File: src/rtl/serial_adder_pkg.sv
// Shared types for the bit-serial adder: controller state encoding and a
// small helper for the counter width.
package serial_adder_pkg;

  typedef enum logic [1:0] {
    IDLE = 2'd0,
    RUN  = 2'd1,
    DONE = 2'd2
  } state_t;

  // Bit counter width; never below one bit so tiny widths still elaborate.
  function automatic int cnt_width(input int width);
    return (width > 1) ? $clog2(width) : 1;
  endfunction

endpackage

File: src/rtl/fulladder.sv
// Single-bit full adder cell, purely combinational; shared by the serial
// datapath one bit per clock.
module fulladder (
  input  logic a,
  input  logic b,
  input  logic cin,
  output logic s,
  output logic cout
);

  assign s    = a ^ b ^ cin;
  assign cout = (a & b) | (cin & (a ^ b));

endmodule

File: src/rtl/serial_adder.sv
// Bit-serial adder controller: feeds one fulladder LSB-first over WIDTH clocks
// with a registered carry, then presents sum/cout/ovf with a one-cycle done.
import serial_adder_pkg::*;

module serial_adder #(
  parameter int WIDTH = 8
) (
  input  logic             clk,
  input  logic             reset,
  input  logic             start,
  input  logic [WIDTH-1:0] a,
  input  logic [WIDTH-1:0] b,
  input  logic             cin,
  output logic             busy,
  output logic             done,
  output logic [WIDTH-1:0] sum,
  output logic             cout,
  output logic             ovf
);

  localparam int              CW   = cnt_width(WIDTH);
  localparam logic [CW-1:0]   LAST = CW'(WIDTH - 1);

  generate
    if (WIDTH < 2) begin : g_width_check
      $error("serial_adder: WIDTH must be at least 2");
    end
  endgenerate

  state_t           state;
  logic [WIDTH-1:0] ra;
  logic [WIDTH-1:0] rb;
  // Partial sum keeps only WIDTH-1 bits: the final bit comes straight from
  // the adder on the completing edge.
  logic [WIDTH-2:0] rs;
  logic             c;
  logic [CW-1:0]    cnt;

  logic             fa_s;
  logic             fa_cout;
  logic [WIDTH-1:0] rs_shift;

  fulladder u_fa (
    .a    (ra[0]),
    .b    (rb[0]),
    .cin  (c),
    .s    (fa_s),
    .cout (fa_cout)
  );

  assign rs_shift = {fa_s, rs};

  always_ff @(posedge clk) begin
    if (reset) begin
      state <= IDLE;
      busy  <= 1'b0;
      done  <= 1'b0;
      ra    <= '0;
      rb    <= '0;
      rs    <= '0;
      c     <= 1'b0;
      cnt   <= '0;
      sum   <= '0;
      cout  <= 1'b0;
      ovf   <= 1'b0;
    end else begin
      unique case (state)
        IDLE: begin
          done <= 1'b0;
          if (start) begin
            ra    <= a;
            rb    <= b;
            c     <= cin;
            cnt   <= '0;
            rs    <= '0;
            busy  <= 1'b1;
            state <= RUN;
          end
        end

        RUN: begin
          ra  <= {1'b0, ra[WIDTH-1:1]};
          rb  <= {1'b0, rb[WIDTH-1:1]};
          rs  <= rs_shift[WIDTH-1:1];
          c   <= fa_cout;
          cnt <= cnt + CW'(1);
          if (cnt == LAST) begin
            sum   <= rs_shift;
            cout  <= fa_cout;
            // c still holds the carry into the MSB on this edge.
            ovf   <= c ^ fa_cout;
            done  <= 1'b1;
            state <= DONE;
          end
        end

        DONE: begin
          done  <= 1'b0;
          busy  <= 1'b0;
          state <= IDLE;
        end

        default: begin
          done  <= 1'b0;
          busy  <= 1'b0;
          state <= IDLE;
        end
      endcase
    end
  end

endmodule
File: config.mk
export PLATFORM = sky130hd
export DESIGN_NAME = serial_adder
export DESIGN_NICKNAME = d
export VERILOG_FILES = /design/src/rtl/serial_adder_pkg.sv /design/src/rtl/fulladder.sv /design/src/rtl/serial_adder.sv
export SDC_FILE = /design/constraint.sdc
export NUM_CORES = 1
export LEC_CHECK = 0
export CAP_MARGIN = 20
export CORE_MARGIN = 2
export CORE_UTILIZATION = 57
export CTS_BUF_LIST = sky130_fd_sc_hd__clkbuf_4 sky130_fd_sc_hd__clkbuf_8
export DETAILED_ROUTE_END_ITERATION = 8
export HOLD_SLACK_MARGIN = 0.08
export PLACE_DENSITY = 0.87
export SLEW_MARGIN = 20
export SYNTH_ARGS = -nofsm -noshare
export SYNTH_HDL_FRONTEND = slang
export SYNTH_HIERARCHICAL = 1
export SYNTH_SLANG_ARGS = --single-unit
File: constraint.sdc
create_clock -name clk -period 2 [get_ports clk]
set_input_delay 0.4 -clock clk [delete_from_list [all_inputs] [get_ports clk]]
set_output_delay 0.4 -clock clk [all_outputs]
set_load 0.02 [all_outputs]
; After elaboration in Yosys (flattened, before gate mapping)
; Index checks and enable logic that the tools add are counted.
[classes]
n_reduce_logical = 7
mux = 15
bitwise = 7
n_addsub = 1
eq_ne = 4
[ops]
columns = cell, count
row1 = one-hot mux 8 bit (2 select lines), 2
row2 = two-way mux 8 bit, 2
row3 = one-hot mux 7 bit (2 select lines), 1
row4 = AND reduction 2 bit, 4
row5 = two-way mux 7 bit, 1
row6 = one-hot mux 3 bit (2 select lines), 1
row7 = two-way mux 2 bit, 2
row8 = != test 2 bit (second input constant), 2
row9 = one-hot mux 1 bit (2 select lines), 2
row10 = one-hot mux 2 bit (2 select lines), 1
row11 = adder 3 x 1 -> 3 bit (second input constant), 1
row12 = equality test 3 bit (second input constant), 1
row13 = two-way mux 3 bit, 1
row14 = bitwise XOR 1 bit, 3
row15 = AND 1 bit, 2
row16 = equality test 2 x 1 -> 1 bit (second input constant), 1
row17 = zero test 2 bit, 1
row18 = two-way mux 1 bit, 2
row19 = nonzero test 2 bit, 1
row20 = OR reduction 2 bit, 1
row21 = inverter 1 bit, 1
row22 = bitwise OR 1 bit, 1
[word_totals]
ff_bits = 41
inputBits = 20
out_inout_bits = 12
wordCells = 45

; Longest topological paths before layout
; Gate-level depths: netlist of run 1.
[depth]
depth_word = 4
depth_mapped = 5
ltp_nobuf = 5

; Hierarchy
; Netlist of run 1, hierarchy kept.
[modules_own_cells]
columns = mod, area_each_um2, cells_per_inst, seq_area_each_um2, n_inst
row1 = serial_adder, 1605.3, 163, 820.8, 1
row2 = fulladder, 20.0, 1, 0.0, 1

; Worst setup path after synthesis of run 1
; No wires, ideal clock.
[synth_path]
path_type = register -> register
from = register cnt[0]
to = register sum[2]
path_slack_ns = 0.792
setup_time_ns = 0.070
stages_incl_launch_ff = 6
required_ns = 1.930
path_buffers = 1
arrival_ns = 1.137
cell_sequence = dfxtp_1 > ha_1 > ha_1 > buf_1 > nand3_1 > a21oi_1
[synth_between]
elab_chain_len = 2
[synth_rtl]
columns = element, line_no
row1 = start: declaration, serial_adder.sv:37  ; logic [CW-1:0] cnt;
row2 = start signal: assignment, serial_adder.sv:86  ; cnt <= cnt + CW'(1);
row3 = equality test 3 bit, serial_adder.sv:87  ; if (cnt == LAST) begin
row4 = AND reduction 2 bit (no line), -
row5 = end signal: assignment, serial_adder.sv:88  ; sum <= rs_shift;
row6 = end: declaration, serial_adder.sv:16  ; output logic [WIDTH-1:0] sum,
; Every way passes these cells.
; A chain may end at the register's enable or synchronous reset.

; Final worst setup path of run 1
[layout_path]
from = register cnt[0]
to = register ovf
[layout_between]
elab_chain_len = 2
[layout_rtl]
columns = element, line_no
row1 = equality test 3 bit, serial_adder.sv:87
row2 = AND reduction 2 bit (no line), -
row3 = end signal: assignment, serial_adder.sv:91  ; ovf <= c ^ fa_cout;
row4 = end: declaration, serial_adder.sv:18  ; output logic ovf
; Every way passes these cells.

==> results of run 1 <==
## cells by family after synthesis
| group | after synthesis | share of synthesized area |
|---|---|---|
| AOI/OAI and AO/OA | 39 | 0.172 |
| adders and majority gates | 3 | 0.0277 |
| DFF | 41 | 0.505 |
| buffers and inverters | 14 | 0.0508 |
| muxes | 16 | 0.0985 |
| xor gates and xnor gates | 1 | 0.00539 |
| and+or+nand+nor | 50 | 0.140 |
## synth_stat cells
library cell	count	area share
buf_2	5	0.015
clkbuf_1	5	0.012
o21bai_2	1	0.0069
nor2_2	1	0.0039
a21oi_1	11	0.034
a22o_1	9	0.049
fa_1	1	0.012
mux2i_1	16	0.099
nor2_1	20	0.046
inv_1	1	0.0023
a211oi_1	15	0.069
a22oi_1	2	0.0092
nor3_1	4	0.012
nor3b_1	1	0.0046
buf_6	1	0.0069
ha_1	2	0.015
nor2b_1	2	0.0077
nand2b_1	2	0.0077
xor2_1	1	0.0054
dfxtp_1	41	0.51
nand3_1	9	0.028
o21a_1	1	0.0046
buf_1	1	0.0023
buf_12	1	0.012
and2b_1	1	0.0046
nand3b_1	1	0.0046
nand2_1	9	0.021
## worst max path at each step
| stage | from | endpoint |
|---|---|---|
| floorplan | cnt[0]$_SDFFE_PP0P_ | sum[2]$_SDFFE_PP0P_ |
| global placement | start | rs[5]$_SDFFE_PP0P_ |
| detailed placement | start | cnt[1]$_SDFFE_PP0P_ |
| CTS | cnt[0]$_SDFFE_PP0P_ | ovf$_SDFFE_PP0P_ |
| global route | cnt[0]$_SDFFE_PP0P_ | ovf$_SDFFE_PP0P_ |
| finish | cnt[0]$_SDFFE_PP0P_ | ovf$_SDFFE_PP0P_ |
## layout make-up
class / instances / area, um2 / area share
Multi-Input combinational cell: 109 / 722 / 0.365
Tap cell: 31 / 38.8 / 0.0196
Inverter: 1 / 3.75 / 0.00190
Sequential cell: 41 / 821 / 0.415
Clock buffer: 7 / 58.8 / 0.0297
Timing Repair Buffer: 34 / 333 / 0.168
## worst min-delay path, stage by stage (launching register included)
cell and delay, ps:
dfxtp_1 320, nand2_1 50, a21oi_1 50
## routing by layer
| metal | share of wire | track usage | vias to the layer above |
|---|---|---|---|
| met5 | 0 | 0 | - |
| met4 | 0.014 | 0.0797 | 0 |
| met3 | 0.040 | 0.0408 | 5 |
| met2 | 0.48 | 0.339 | 30 |
| met1 | 0.46 | 0.247 | 589 |
| li1 | - | - | 641 |
## state kept, by name (all words and copies together) (netlist names)
signal / count
done: 1
cout: 1
rs: 7
sum: 8
cnt: 3
busy: 1
c: 1
ovf: 1
state: 2
ra: 8
rb: 8
## power breakdown
part	switching (mW)	leakage [nW]	total [mW]	internal [mW]
sequential	0.0264	0.335	0.882	0.855
clock	0.237	0.0348	0.416	0.180
combinational	0.0891	0.410	0.181	0.0920
## cells in the final DEF, fill, tap and decap left out, drive strengths merged, types with 2 or more instances in the layout
master         Yosys  final
nand2b             2      2
a211oi            15     15
nand2              9      9
nor2              21     21
clkdlybuf4s50      0     31
buf                8      3
nor2b              2      2
a22oi              2      2
dfxtp             41     41
clkbuf             5      7
a21oi             11     11
mux2i             16     16
ha                 2      2
nor3               4      4
nand3              9      9
a22o               9      9
## stage by stage
stage,cells,hold slack (ps),worst slack (ps),total power [mW]
final,223,462,209,1.48
after global routing,223,484,35.5,1.55
after CTS,223,463,205,1.49
after detailed placement,216,448,160,1.08
after global placement,216,442,233,1.07
after floorplan,164,443,792,1.02
==> results.md, run 1 <==
- Largest net degree at the start of global routing: 32
- Worst Clk Skew: about 5.5 ps
- HP Start: sum[3]$_SDFFE_PP0P_
- RR Startpoint: cnt[0]$_SDFFE_PP0P_
- Via-per-instance ratio: 5.67
- CP top delay family: simple AND/OR/NAND/NOR gates
- DRC Markers: 0
- Drt pass-1 iters: 4
- Cell row count: 19
- Crit path top cell by count: ha_1
- Die H: 57.4 um
- Gr ovfl total: 0
- Worst Setup Path Type: reg -> reg
- Setup Total Neg Slack: 0 ps
- Seq/Total Area, Yosys: 0.505
- Outcome: finished clean
- R2r endpoint: ovf$_SDFFE_PP0P_
- Total count of hold-check failures in the final report: 0
- Hold endpoint: sum[3]$_SDFFE_PP0P_
- Starting density of the core: 0.595
- Starting DRT DRC Count: 43
- Total inserted antenna cells: 0
- Final setup viols: 0
- First-pass GRT wire length: approximately 5000 um
- Post-cts sizing count: 0
- Crit path max fanout: 13
- Crit. path cell count: 5
- Leak: a little under 0.8 nW
- Cell Area, Synth: 1630 um2
- Slew Limit Fails: 0
- CTS tree: built
- Worst vdd ir: 0.681 mV
- RSZ-0062 raised after global routing: false
- Warning count from the yosys run: 6
- Critical Path, Cell by Cell: ha_1, ha_1, nand3b_1, nor2_1, nor3_1
- Fmax: 558 MHz
- CTS Hold Buffers Added: 0
- Area Growth Syn to Fin: 21.6%
- Slowest CP cell: ha_1
- Total Routing Usage GR: 0.200
- Syn Area/Cell: approximately 9.9 um2
- Dpl hpwl: 2220 um
- Total die area: 3290 um2
- Cells on worst reg2reg path: 5
- Share of cells above drive strength 1: 0.0625
- Worst-path clk slew: 100 ps
- Slew @ Worst Pin: around 580 ps
- P per Cell Area: 748 nW/um2
- Final #Nets: 215
- Fill count: 209
- H-tree depth: 2
- GPL Wtd Cong: 0.772
- Drt wl/cell: 13.7 um
- Post-Syn Nets: 187
- Req. time, crit path: 2220 ps
- Port bufs: 31
- Routed wire length: 3060 um
- Slew margin rel.: 0.612
- I/O Pins: 32
- # clock sinks: between 40 and 50
- Synth unique cells: 27
- Fin crit share: 0.896
- Vias: 1,265
- Buf/Inv on CP: 0
- Placed inst area: ~1900 um2
- Fin util: 0.723
- TritonCTS Buffers: 5
- Worst hold stages: 2
- Gate Count Post-Synth: 164
- Core area: 2730 um2
- Postcts setup bufs: 0
- Worst R2R Setup Slack: 210 ps
- Worst-Skew Late Latency: 330 ps
- Final instance area: 1980 um2
- Vias in the first global route: between 1,000 and 1,500
- Critical Path Start Type: flip-flop
- Antenna-violating nets left: 0
- #FFs+latches synth: around 40
- Max stage delay on crit path: 430 ps
- Max clock buf depth: 2
- Cell at the root of the clock tree: clkbuf_4
- Critical path endpoint category: flip-flop
- Crit path DAT: about 2000 ps
- Die extent in x: between 50 and 60 um
- Worst hold path class: reg -> reg
- Initial antenna violation count: 0
- Max-Cap Viols: 0
- Fin crit period: 1790 ps
Note: power is estimated with default switching activity, not from simulation.
==> run 2: changes to the inputs <==
- CORE_UTILIZATION: 57 -> 50
- PLACE_DENSITY: 0.87 -> 0.78
- REMOVE_ABC_BUFFERS: default -> 1
==> results.md, run 2 (same netlist as run 1, synthesis figures left out) <==
- Largest net degree at the start of global routing: 32
- Drt pass-1 iters: 4
- Vias in the first global route: 1,181
- Vias: 1,280
- CTS tree: built
- Slew margin rel.: 0.619
- Biggest regs: ra: 8 flops, rb: 8 flops, sum: 8 flops
- Worst vdd ir: 0.620 mV
- Pwr Total: 1.63 mW
- Leak: 0.804 nW
- First-pass GRT wire length: between 5000 and 6000 um
- H-tree depth: 2
- Dpl hpwl: 2200 um
- Most common cell after layout, fill and taps aside: dfxtp_1
- Slew Limit Fails: 0
- Drt wl/cell: ~13 um
- Cell at the root of the clock tree: clkbuf_4
- Die extent in x: 61.0 um
- Starting density of the core: 0.528
- I/O Pins: 32
- Share of cells above drive strength 1: 0.0769
- Req. time, crit path: 1600 ps
- Initial antenna violation count: 0
- Buf/Inv on CP: 1
- Crit path DAT: 1300 ps
- DRC Markers: 0
- Worst R2R Setup Slack: 580 ps
- Max-Cap Viols: 0
- Fill count: 275
- Seq. cell area: 821 um2
- P per Cell Area: 798 nW/um2
- Worst-Skew Late Latency: 340 ps
- Critical Path, Cell by Cell: clkdlybuf4s50_1
- Critical path endpoint category: output port
- Total die area: 3720 um2
- Fmax: 588 MHz
- Setup Total Neg Slack: 0 ps
- Outcome: finished clean
- Gr ovfl total: 0
- Die H: 61.0 um
- Max stage delay on crit path: around 610 ps
- Critical Path Start Type: flip-flop
- Crit path max fanout: 2
- Worst hold path class: reg -> reg
- Routed wire length: 3010 um
- Cell row count: 20
- Slew @ Worst Pin: 570 ps
- Antenna-violating nets left: 0
- Multi-input logic area: 722 um2
- Worst Setup Path Type: reg -> out
- TritonCTS Buffers: 5
- # clock sinks: 41
- GPL Wtd Cong: 0.742
- Final #Nets: 217
- CP top delay family: buffers and inverters
- Commonest non-fill, non-tap cells in the layout: 41 x dfxtp_1, 31 x clkdlybuf4s50_1, 20 x nor2_1
- Max clock buf depth: 2
- Core area: 3080 um2
- CTS Hold Buffers Added: 0
- Fin crit share: 0.851
- Slowest CP cell: clkdlybuf4s50_1
- Area Growth Syn to Fin: 25.4%
- Post-cts sizing count: 0
- Worst-path clk slew: 110 ps
- Total count of hold-check failures in the final report: 0
- RSZ-0062 raised after global routing: false
- Starting DRT DRC Count: 27
- Fin crit period: 1700 ps
- Via-per-instance ratio: 5.36
- Final setup viols: 0
- Worst Clk Skew: 13.3 ps
- Postcts setup bufs: 0
- Port bufs: 31
- Total Routing Usage GR: 0.188
- Total inserted antenna cells: 0
-- run 2: cell count changes in the layout (fill, tap and decap cells not counted) --
cell,change
bufinv_16,+1
buf_4,+2
-- run 2: tightest hold or removal path, cell delays in order (launching register included) --
cell,delay [ps]
dfxtp_1,330
nand2_1,50
a21oi_1,50
-- run 2: worst paths after layout --
kind                         start                   to  cells after the start
max               ovf$_SDFFE_PP0P_                  ovf                      1
min            sum[5]$_SDFFE_PP0P_  sum[5]$_SDFFE_PP0P_                      2
min reg2reg    sum[5]$_SDFFE_PP0P_  sum[5]$_SDFFE_PP0P_                      2
max reg2reg  state[0]$_SDFFE_PP0P_  cnt[1]$_SDFFE_PP0P_                      3
-- run 2: layout make-up --
class                           instances  share of cell area
Clock inverter                          1              0.0147
Timing Repair Buffer                   36               0.171
Tap cell                               44              0.0270
Inverter                                1             0.00184
Sequential cell                        41               0.403
Clock buffer                            7              0.0289
Multi-Input combinational cell        109               0.354
-- run 2: per-stage QoR --
stage / setup WS (ps) / std cells / cell area [um2] / util / hold slack [ps]
2_1_floorplan: 392 / 151 / 1550 / - / 443
3_3_place_gp: 227 / 231 / 1950 / 0.633 / 442
3_5_place_dp: 135 / 231 / 1950 / 0.633 / 448
4_1_cts: 279 / 239 / 2040 / 0.662 / 464
5_1_grt: 229 / 239 / 2040 / 0.662 / 488
6_report: 299 / 239 / 2040 / 0.662 / 461
-- run 2: power by group --
group          switching [mW]  leakage [nW]  internal, mW
logic                  0.0885         0.420        0.0935
clock network           0.251        0.0489         0.312
registers              0.0263         0.335         0.855
total                   0.366         0.804          1.26
-- run 2: layer usage --
layer / part of all wire / vias to the layer above / global-route usage / wire, um
met5: 0 / - / 0 / 0
met4: 0.024 / 0 / 0.0932 / 72
met3: 0.050 / 9 / 0.0735 / 150
met2: 0.48 / 31 / 0.316 / 1440
met1: 0.45 / 594 / 0.207 / 1350
li1: - / 646 / - / -
==> run 3: changes to the inputs <==
- TNS_END_PERCENT: default -> 10
==> results of run 3 <==
The final DEF is identical to that of run 2; final timing and power are the same.
